File: src/rtl/line_fill_ctrl.sv
// rtl/line_fill_ctrl.sv - cache line writeback/fill controller; option macro LINE_FILL_CRITICAL_WORD_FIRST_EN
module line_fill_ctrl #(
    parameter int LINE_WORDS     = 4,
    parameter int LINE_ADDR_BITS = 10
) (
    input  logic                                          clk,
    input  logic                                          rst_n,
    input  logic                                          req_valid,
    output logic                                          req_ready,
    input  logic                                          req_evict,
    input  logic [LINE_ADDR_BITS-1:0]                     req_fill_addr,
    input  logic [$clog2(LINE_WORDS)-1:0]                 req_word,
    input  logic [LINE_ADDR_BITS-1:0]                     req_evict_addr,
    input  logic [32*LINE_WORDS-1:0]                      req_evict_data,
    output logic                                          fill_valid,
    output logic [32*LINE_WORDS-1:0]                      fill_data,
    output logic                                          crit_valid,
    output logic [31:0]                                   crit_data,
    output logic [LINE_ADDR_BITS+$clog2(LINE_WORDS)-1:0]  mem_addr,
    output logic                                          mem_we,
    output logic                                          mem_re,
    output logic [31:0]                                   mem_wdata,
    input  logic [31:0]                                   mem_rdata,
    output logic                                          busy
);

    localparam int WB = $clog2(LINE_WORDS);
    // Counter is one bit wider than a word index: READ needs LINE_WORDS+1 cycles.
    localparam logic [WB:0] CNT_WLAST = (WB+1)'(LINE_WORDS - 1);
    localparam logic [WB:0] CNT_RLAST = (WB+1)'(LINE_WORDS);

    typedef enum logic [1:0] {
        S_IDLE      = 2'd0,
        S_WRITEBACK = 2'd1,
        S_READ      = 2'd2,
        S_DONE      = 2'd3
    } state_t;

    state_t                      state_q, state_d;
    logic [WB:0]                 cnt_q, cnt_d;
    logic [LINE_ADDR_BITS-1:0]   fill_addr_q;
    logic [LINE_ADDR_BITS-1:0]   evict_addr_q;
    logic [32*LINE_WORDS-1:0]    evict_data_q;
    logic [WB-1:0]               word_q;
    logic                        rd_pend_q;
    logic [WB-1:0]               rd_slot_q;
    logic [32*LINE_WORDS-1:0]    fill_data_q;
    logic [31:0]                 crit_data_q;
    logic                        crit_valid_q;
    logic [WB-1:0]               rd_base;
    logic [WB-1:0]               issue_idx;
    logic                        accept;

`ifdef LINE_FILL_CRITICAL_WORD_FIRST_EN
    // Reads start at the word the CPU is stalled on and wrap around the line.
    assign rd_base = word_q;
`else
    assign rd_base = '0;
`endif

    // Index arithmetic is WB bits wide so it wraps modulo LINE_WORDS for free.
    assign issue_idx  = rd_base + cnt_q[WB-1:0];
    assign req_ready  = (state_q == S_IDLE) && rst_n;
    assign accept     = req_valid && req_ready;
    assign busy       = (state_q != S_IDLE);
    assign fill_valid = (state_q == S_DONE);
    assign fill_data  = fill_data_q;
    assign crit_valid = crit_valid_q;
    assign crit_data  = crit_data_q;

    // Next-state and memory strobes; memory outputs are zero unless in use.
    always_comb begin
        state_d   = state_q;
        cnt_d     = cnt_q;
        mem_we    = 1'b0;
        mem_re    = 1'b0;
        mem_addr  = '0;
        mem_wdata = '0;
        case (state_q)
            S_IDLE: begin
                cnt_d = '0;
                if (accept) begin
                    state_d = req_evict ? S_WRITEBACK : S_READ;
                end
            end
            S_WRITEBACK: begin
                mem_we    = 1'b1;
                mem_addr  = {evict_addr_q, cnt_q[WB-1:0]};
                mem_wdata = evict_data_q[{cnt_q[WB-1:0], 5'd0} +: 32];
                if (cnt_q == CNT_WLAST) begin
                    state_d = S_READ;
                    cnt_d   = '0;
                end else begin
                    cnt_d = cnt_q + 1'b1;
                end
            end
            S_READ: begin
                if (cnt_q != CNT_RLAST) begin
                    mem_re   = 1'b1;
                    mem_addr = {fill_addr_q, issue_idx};
                    cnt_d    = cnt_q + 1'b1;
                end else begin
                    // Final READ cycle only collects the last returning word.
                    state_d = S_DONE;
                    cnt_d   = '0;
                end
            end
            S_DONE: begin
                state_d = S_IDLE;
            end
            default: begin
                state_d = S_IDLE;
                cnt_d   = '0;
            end
        endcase
    end

    // State, request latch and read-data capture registers.
    always_ff @(posedge clk or negedge rst_n) begin
        if (!rst_n) begin
            state_q      <= S_IDLE;
            cnt_q        <= '0;
            fill_addr_q  <= '0;
            evict_addr_q <= '0;
            evict_data_q <= '0;
            word_q       <= '0;
            rd_pend_q    <= 1'b0;
            rd_slot_q    <= '0;
            fill_data_q  <= '0;
            crit_data_q  <= '0;
            crit_valid_q <= 1'b0;
        end else begin
            state_q <= state_d;
            cnt_q   <= cnt_d;
            if (accept) begin
                fill_addr_q  <= req_fill_addr;
                evict_addr_q <= req_evict_addr;
                evict_data_q <= req_evict_data;
                word_q       <= req_word;
            end
            // mem_rdata answers the read issued one cycle earlier.
            rd_pend_q    <= mem_re;
            rd_slot_q    <= issue_idx;
            crit_valid_q <= 1'b0;
            if (rd_pend_q) begin
                fill_data_q[{rd_slot_q, 5'd0} +: 32] <= mem_rdata;
                if (rd_slot_q == word_q) begin
                    crit_data_q  <= mem_rdata;
                    crit_valid_q <= 1'b1;
                end
            end
        end
    end

endmodule

File: config.mk
export PLATFORM = sky130hd
export DESIGN_NAME = line_fill_ctrl
export DESIGN_NICKNAME = d
export VERILOG_FILES = /design/src/rtl/line_fill_ctrl.sv
export SDC_FILE = /design/constraint.sdc
export NUM_CORES = 1
export LEC_CHECK = 0
export BUFFER_PORTS_ARGS = -buffer_cell sky130_fd_sc_hd__buf_2
export CAP_MARGIN = 20
export CORE_MARGIN = 2
export CORE_UTILIZATION = 45
export CTS_CLUSTER_DIAMETER = 30
export CTS_CLUSTER_SIZE = 8
export DETAILED_ROUTE_END_ITERATION = 12
export HOLD_SLACK_MARGIN = 0.12
export PLACE_DENSITY_LB_ADDON = 0.12
export REMOVE_ABC_BUFFERS = 1
export SKIP_CTS_REPAIR_TIMING = 1
export SYNTH_ARGS = -nofsm -noshare
export SYNTH_HDL_FRONTEND = slang
export SYNTH_SLANG_ARGS = --single-unit
File: constraint.sdc
create_clock -name clk -period 2.8 [get_ports clk]
set_input_delay 0.42 -clock clk [delete_from_list [all_inputs] [get_ports clk]]
set_output_delay 0.42 -clock clk [all_outputs]
set_load 0.05 [all_outputs]
## Word-level counts from Yosys, hierarchy flattened

Cells that the tools add are included.

| word-level totals | value |
|---|---|
| logic and storage cells | 49 |
| bits in registers | 319 |

| operators by class | value |
|---|---|
| add/subtract/negate cells | 2 |
| reductions and logical operators | 7 |
| equality and inequality tests | 9 |
| shift operators | 3 |
| muxes and demuxes | 17 |

Operator list:

| cell | number |
|---|---|
| $bwmux W128 | 1 |
| $shift A32 B9 Y128 const A | 1 |
| $shiftx A128 B8 Y32 | 1 |
| $shiftx A32 B9 Y128 | 1 |
| $mux W32 | 1 |
| $pmux W12 S2 | 1 |
| $mux W12 | 1 |
| $neg A7 Y9 | 1 |
| $pmux W3 S3 | 1 |
| $mux W2 | 4 |
| $pmux W2 S4 | 1 |
| $mux W3 | 2 |
| $ne A2 B2 Y1 const B | 3 |
| $mux W1 | 5 |
| $eq A2 B2 Y1 const B | 2 |
| $add A3 B1 Y3 const B | 1 |
| $eq A3 B2 Y1 const B | 1 |
| $ne A3 B3 Y1 const B | 1 |
| $reduce_and A3 Y1 | 1 |
| $reduce_bool A3 Y1 | 1 |
| $eq A2 B1 Y1 const B | 1 |
| $eq A2 B2 Y1 | 1 |
| $logic_and A1 B1 Y1 | 2 |
| $logic_not A2 Y1 | 1 |
| other kinds (2) | 2 |

## Longest topological paths before layout

Gate-level depths: netlist of the first run.

| depth | value |
|---|---|
| depth after elaboration | 5 |
| depth in mapped cells | 8 |

## Worst setup path after synthesis of the first run

OpenSTA, ideal clock, no wires.

| timing path | value |
|---|---|
| path type | reg-to-output |
| start | register cnt_q[0] |
| end | output port mem_addr[10] |
| buffers on the path | 3 |
| cell stages (with the launch flop) | 9 |
| data arrival time | 2.639 ns |
| data required time | 2.380 ns |
| slack | -0.259 ns |
| path through | dfrtp_1 -> buf_2 -> buf_2 -> inv_1 -> ha_1 -> a21boi_1 -> buf_2 -> a22oi_1 -> nor2b_1 |

| on the way | value |
|---|---|
| word-level cells in the longest chain between the ends | 3 |

Ends and longest elaborated chain:

| element | RTL line | text |
|---|---|---|
| start: declaration | 40 | `logic [WB:0] cnt_q, cnt_d;` |
| start signal: assignment | 134 | `cnt_q <= cnt_d;` |
| $ne A3 B3 Y1 | 98 | `if (cnt_q != CNT_RLAST) begin` |
| $mux W12 | 98 |  |
| $pmux W12 S2 | 79 | `case (state_q)` |
| end: declaration | 19 | `output logic [LINE_ADDR_BITS+$clog2(LINE_WORDS)-1:0] mem_addr,` |

Every way passes these cells.

## Final worst setup path of the first run

| timing path | value |
|---|---|
| start | register state_q[0] |
| end | output port mem_addr[9] |

| on the way | value |
|---|---|
| word-level cells in the longest chain between the ends | 2 |
| elaborated cells between the ends (all ways) | 3 |
| classes of those cells | eq/ne (2); mux (1) |

Ends and longest elaborated chain:

| element | RTL line | text |
|---|---|---|
| start: declaration | 39 | `state_t state_q, state_d;` |
| start signal: assignment | 133 | `state_q <= state_d;` |
| $eq A2 B2 Y1 or $eq A2 B1 Y1 (tied branches) | 79 |  |
| $pmux W12 S2 * | 79 |  |

Mark *: on every way between the ends. The rest lies on a longest branch, timed or not.

==> results of run 1 <==
state kept, by name (all words and copies together), names as in the netlist:
register	flops
cnt_q	3
crit_data	32
crit_valid	1
evict_addr_q	10
evict_data_q	128
fill_addr_q	10
fill_data	128
rd_pend_q	1
rd_slot_q	2
state_q	2
word_q	2
cell usage in the layout, fill, tap and decap left out, types with 2 or more instances in the layout:
cell type      Yosys  layout
buf_2             33     389
dfrtp_1          319     318
mux2_2           153     153
dlygate4sd3_1      0     142
a22o_1           126     126
clkbuf_16          0      73
and2_1            33      33
mux4_2            32      32
mux2_1            29      29
buf_4              5      17
ha_1              15      14
clkbuf_8           0      14
clkinv_2           0      14
inv_1             12      12
nand2_1           13      12
a22oi_1           11      11
nor2b_1           10      10
bufinv_16          0       9
buf_12             0       7
clkinvlp_4         0       6
clkbuf_4           0       5
diode_2            0       4
o21ai_0            4       4
clkbuf_1          20       4
nand2b_1           3       3
mux2i_1            3       3
clkinv_4           0       3
nor2_1             2       2
xnor2_1            2       2
nor4_4             0       2
o31ai_1            2       2
clkinv_8           0       2
inv_16             0       2
buf_6              0       2
routing by layer:
layer,vias up,part of all wire,track usage
met4,2,0.021,0.0833
met1,4912,0.41,0.275
li1,4308,-,-
met3,59,0.071,0.0866
met2,380,0.50,0.375
met5,-,0.00030,0
area by class of cell:
type	count	share of cell area
clock inverter	37	0.0253
timing repair buffer	563	0.191
sequential	319	0.410
antenna	4	0.000514
multi-input combinational	448	0.242
inverter	12	0.00231
clock buffer	91	0.105
tap	384	0.0247
power by group:
group	switching, W	internal (W)	leakage [nW]
Sequential	0.000828	0.00623	4.04
Combinational	0.00482	0.00311	4.34
Clock	0.00262	0.00596	1.24
Total	0.00826	0.0153	9.61
logic make-up after synthesis:
family	count (synthesis)
AO/OA/AOI/OAI	148
XOR/XNOR	2
adder cells (fa/ha/maj)	15
buffers and inverters	71
flip-flops	319
multiplexers	217
AND/OR/NAND/NOR	66
worst register-to-register path, cell delays in order (launching register included):
cell      delay (ns)
dfrtp_1         0.59
inv_1           0.16
ha_1            0.45
nand2b_1        0.18
nor4_4          0.26
buf_4           0.34
a22o_1          0.20
through the flow:
step           instances  setup TNS (ns)   util  area, sq um
6_report            1858               0  0.682        19500
5_1_grt             1858         -0.0776  0.682        19500
4_1_cts             1712         -0.0804  0.631        18000
3_5_place_dp        1584               0  0.542        15500
3_3_place_gp        1584               0  0.542        15500
2_1_floorplan        779         -374.37      -        12700
worst max path at each step:
stage,from,to,slack [ns],depth (start not counted)
2_1_floorplan,state_q[0],evict_addr_q[0],-2.16,5
3_3_place_gp,rd_slot_q[0],fill_data[94],0.59,6
3_5_place_dp,rd_slot_q[0],fill_data[80],0.56,6
4_1_cts,state_q[0],mem_addr[10],-0.02,7
5_1_grt,state_q[0],mem_addr[9],-0.05,7
6_report,state_q[0],mem_addr[9],0.07,7
==> metrics, run 1 <==
status complete, no violations; Leak 9.61 nW; main flop type after synthesis dfrtp_1; largest family of logic cells by synthesized area multiplexers; first-pass GRT wire length 54.2 mm; Clock Skews 0.0223 ns; Total Power 0.0236 W; pwr dens 1210 nW/um^2; All-Layer GR Usage 0.228; Least-Margin Pin Slew 1.01 ns; minimum clock period 2.73 ns; Die Wd 174 um; multi-input logic area 4710 sq um; Yosys cell types 30; Area Overhead vs Synth 50.0%; setup ws final 0.0719 ns; chip height 174 um; MaxCap Viol Count 0; DR iter-0 viols 471; starting density of the core 0.455; vias in the first global route 9663; Slew Viols, Final 0; reg2reg setup slack 0.55 ns; # rows 62; CP delay by family, top buffers and inverters; synth top area cells dfrtp_1 61%, mux2_2 13%, a22o_1 8.5%; Synth area leader dfrtp_1; Reg area 7980 sq um; Crit path arrival time 2.31 ns; Cell Area, Synth 13000 sq um; grt total ovfl 0; port bufs 395; Critical Path Fanout Max 12; worst r2r src rd_slot_q[0]; Crit. End Element output port; hold path depth 2; Fin. Hold Viols 0; sink of the worst hold path evict_data_q[95]; XOR/XNOR Fraction of Synth Area 0.00135; post-synthesis adder-cell area fraction 0.0145; share of the synthesized area in the top cell type 0.615; drt drc 0; initial antenna violation count 5; Period Utilization, post-route 0.974; Worst Reg-to-Reg Cells 6; VDD IR max 0.784 mV; RD Place Congestion 0.752; Worst slew margin 0.329; Syn Inst Count 838; Seq cells post-synth 319; EDFF count, synth 0; Compound-Gate Fraction of Synth Area 0.0970; Critical-path top delay cell dfrtp_1; layout cell share with drive strength beyond 1 0.503; Worst-Skew Late Latency 0.55 ns; DRT antenna net count 0; clk buf depth 3; synthesized area per cell 15.5 sq um; post-synthesis mux area share 0.216; Final Setup Violations 0; CTS tree yes; critical-path cell list inv_1 -> ha_1 -> a21boi_2 -> buf_6 -> a22oi_1 -> nor2b_1 -> buf_2; post-synthesis sequential area ratio 0.615; area of the die 30200 sq um; clock sink count 319; kind of critical path register to output port; pre-CTS WS 0.557 ns; routed len/inst 19.8 um; Critical R2R Capture fill_data[80]; Post-synth ARST share 1.00; total vias in the final route 9661; Warnings, synthesis 0; most common cell in the netlist dfrtp_1; First-pass DRT Iterations 4; WP buf/inv 3; CTS root buffer clkbuf_16; HP Class input pin to register; Hold Crit Start req_evict_data[95]; simple-gate share of the synthesized area 0.0314; WP data required 2.38 ns; Fin Hold WS 0.111 ns; CP startpoint kind register; fin nets 1616; Vias/cell 5.20; Fill cells 2084; total routed wirelength 36.8 mm; Core ar. 28500 sq um; htree depth 3; Post-synth top cells 319 x dfrtp_1, 153 x mux2_2, 126 x a22o_1; maximum clock rate 367 MHz; slowest stage delay, CP 0.41 ns; I/O pin cnt 396; total CTS buffers 71; post-DP HPWL 22.7 mm; largest net degree at the start of global routing 171; Reg clk slew, reported paths 0.05 ns
Note: power is estimated with default switching activity, not from simulation.
==> run 2, diff against run 1 <==
- BUFFER_PORTS_ARGS: -buffer_cell sky130_fd_sc_hd__buf_2 -> default
- CORE_ASPECT_RATIO: default -> 0.9
- DONT_BUFFER_PORTS: default -> 1
- HOLD_SLACK_MARGIN: 0.12 -> default
==> run 2 against run 1 <==
The run now ends with negative hold slack left. Routed wire length fell by 0.22%. Clock power is 2% lower. Hold slack got worse by 0.54 ns. Die area barely moved. Non-clock buffer count decreased by 384.
==> metrics, run 2 (same netlist as run 1, synthesis figures left out) <==
first-pass GRT wire length 52.3 mm (was 54.2 mm); DR iter-0 viols 418 (was 471); VDD IR max 0.744 mV (was 0.784 mV); Worst slew margin 0.223 (was 0.329); Leak 7.83 nW (was 9.61 nW); Vias/cell 5.80 (was 5.20); most frequent cells in the layout 317 x dfrtp_1, 153 x mux2_2, 131 x dlygate4sd3_1 (was 389 x buf_2, 318 x dfrtp_1, 153 x mux2_2); Clock Skews 0.0141 ns (was 0.0223 ns); Critical Path Fanout Max 14 (was 12); pwr dens 1320 nW/um^2 (was 1210 nW/um^2); MaxCap Viol Count 0 (unchanged); worst r2r src rd_slot_q[0] (unchanged); clock sink count 319 (unchanged); CP delay by family, top adder cells (was buffers and inverters); met1 WL 14.2 mm (was 14.9 mm); reg2reg setup slack 0.55 ns (about the same); Worst-Skew Late Latency 0.56 ns (was 0.55 ns); Crit. End Element output port (unchanged); commonest non-fill, non-tap cell in the layout dfrtp_1 (was buf_2); All-Layer GR Usage 0.231 (was 0.228); Fin. Hold Viols 319 (was 0); Die Wd 183 um (was 174 um); violated checks negative hold slack; total CTS buffers 71 (unchanged); Critical R2R Capture fill_data[53] (was fill_data[80]); Cells after DPL 1186 (was 1584); post-DP HPWL 23.0 mm (was 22.7 mm); WP data required 2.38 ns (about the same); initial antenna violation count 3 (was 5); RD Place Congestion 0.800 (was 0.752); HP Class input pin to async pin (was input pin to register); Fin Hold WS -0.432 ns (was 0.111 ns); CTS tree yes (unchanged); Worst Reg-to-Reg Cells 6 (unchanged); slowest stage delay, CP 0.56 ns (was 0.41 ns); routed len/inst 25.4 um (was 19.8 um); port bufs 0 (was 395); CP startpoint kind register (unchanged); # rows 58 (was 62); vias in the first global route 8530 (was 9663); Period Utilization, post-route 0.951 (was 0.974); Reg clk slew, reported paths 0.04 ns (was 0.05 ns); setup ws final 0.137 ns (was 0.0719 ns); Core ar. 28200 sq um (was 28500 sq um); Diodes inserted 0 (was 4); fin nets 1232 (was 1616); area of the die 30200 sq um (about the same); First-pass DRT Iterations 5 (was 4); pre-CTS WS 0.532 ns (was 0.557 ns); total routed wirelength 36.7 mm (was 36.8 mm); starting density of the core 0.461 (was 0.455); maximum clock rate 375 MHz (was 367 MHz); Finished Core Util 0.618 (was 0.682); grt total ovfl 0 (unchanged); clk buf depth 3 (unchanged); WP buf/inv 2 (was 3); minimum clock period 2.66 ns (was 2.73 ns); Least-Margin Pin Slew 1.17 ns (was 1.01 ns); DRT antenna net count 0 (unchanged); Crit path arrival time 2.24 ns (was 2.31 ns); Fill cells 2043 (was 2084); Highest Signal Layer met5 (unchanged); critical-path cell list inv_1 -> ha_1 -> o21ai_0 -> nor2_1 -> buf_4 (was inv_1 -> ha_1 -> a21boi_2 -> buf_6 -> a22oi_1 -> nor2b_1 -> buf_2); Area Overhead vs Synth 34.0% (was 50.0%); kind of critical path register to output port (unchanged); status complete, but fails checks (was complete, no violations); htree depth 3 (unchanged); routed wl met2 18.2 mm (was 18.5 mm); drt drc 0 (unchanged); Critical-path top delay cell ha_1 (was dfrtp_1); met3 wire length 3.30 mm (was 2.60 mm); Final Setup Violations 0 (unchanged); I/O pin cnt 396 (unchanged); Non-Filler Instances 1445 (was 1858); CTS root buffer clkbuf_16 (unchanged); Slew Viols, Final 0 (unchanged); total vias in the final route 8387 (was 9661); layout cell share with drive strength beyond 1 0.333 (was 0.503); largest net degree at the start of global routing 322 (was 171); chip height 165 um (was 174 um)
==> run 2: area by class of cell <==
class / count / area, sq um / share of cell area
sequential: 319 / 7990 / 0.459
multi-input combinational: 448 / 4730 / 0.272
clock buffer: 92 / 1970 / 0.113
timing repair buffer: 179 / 1750 / 0.100
clock inverter: 35 / 478 / 0.0275
tap: 360 / 450 / 0.0259
inverter: 12 / 45.0 / 0.00259
==> run 2: metal layers <==
layer	vias to the layer above	GRT usage
met4	6	0.0905
met3	80	0.108
met5	-	0
met1	4371	0.268
met2	409	0.376
li1	3521	-
==> run 2: worst register-to-register path: cells and delay by family, from the launching register on <==
kind | cells | cell delay (ns)
flip-flops | 1 | 0.59
buffers and inverters | 2 | 0.49
adder cells (fa/ha/maj) | 1 | 0.47
AND/OR/NAND/NOR | 2 | 0.45
AO/OA/AOI/OAI | 1 | 0.20
==> run 2: report_power, final <==
| group | switching [W] | internal, W |
|---|---|---|
| Combinational | 0.00295 | 0.00274 |
| Sequential | 0.00263 | 0.00620 |
| Clock | 0.00261 | 0.00578 |
| Total | 0.00818 | 0.0147 |
==> run 2: through the flow <==
step	hold slack [ns]	cell area (sq um)	total power, W	setup TNS, ns
after floorplan	0.124	12700	0.0128	-374.37
after global placement	0.133	13600	0.0140	0
after detailed placement	0.134	13600	0.0143	0
after CTS	-0.463	16000	0.0228	-0.0922
after global routing	-0.465	17400	0.0239	-0.0291
final	-0.432	17400	0.0229	0
==> run 2: worst max-delay path by stage <==
stage                     startpoint               to  slack, ns  cells after the start
after global routing      state_q[1]      mem_addr[0]      -0.02                      5
after CTS                 state_q[0]      mem_addr[5]      -0.05                      7
final                     state_q[1]      mem_addr[1]       0.14                      5
after global placement    state_q[0]      mem_addr[8]       0.68                      7
after detailed placement  state_q[0]      mem_addr[5]       0.53                      7
after floorplan           state_q[0]  evict_addr_q[0]      -2.16                      5
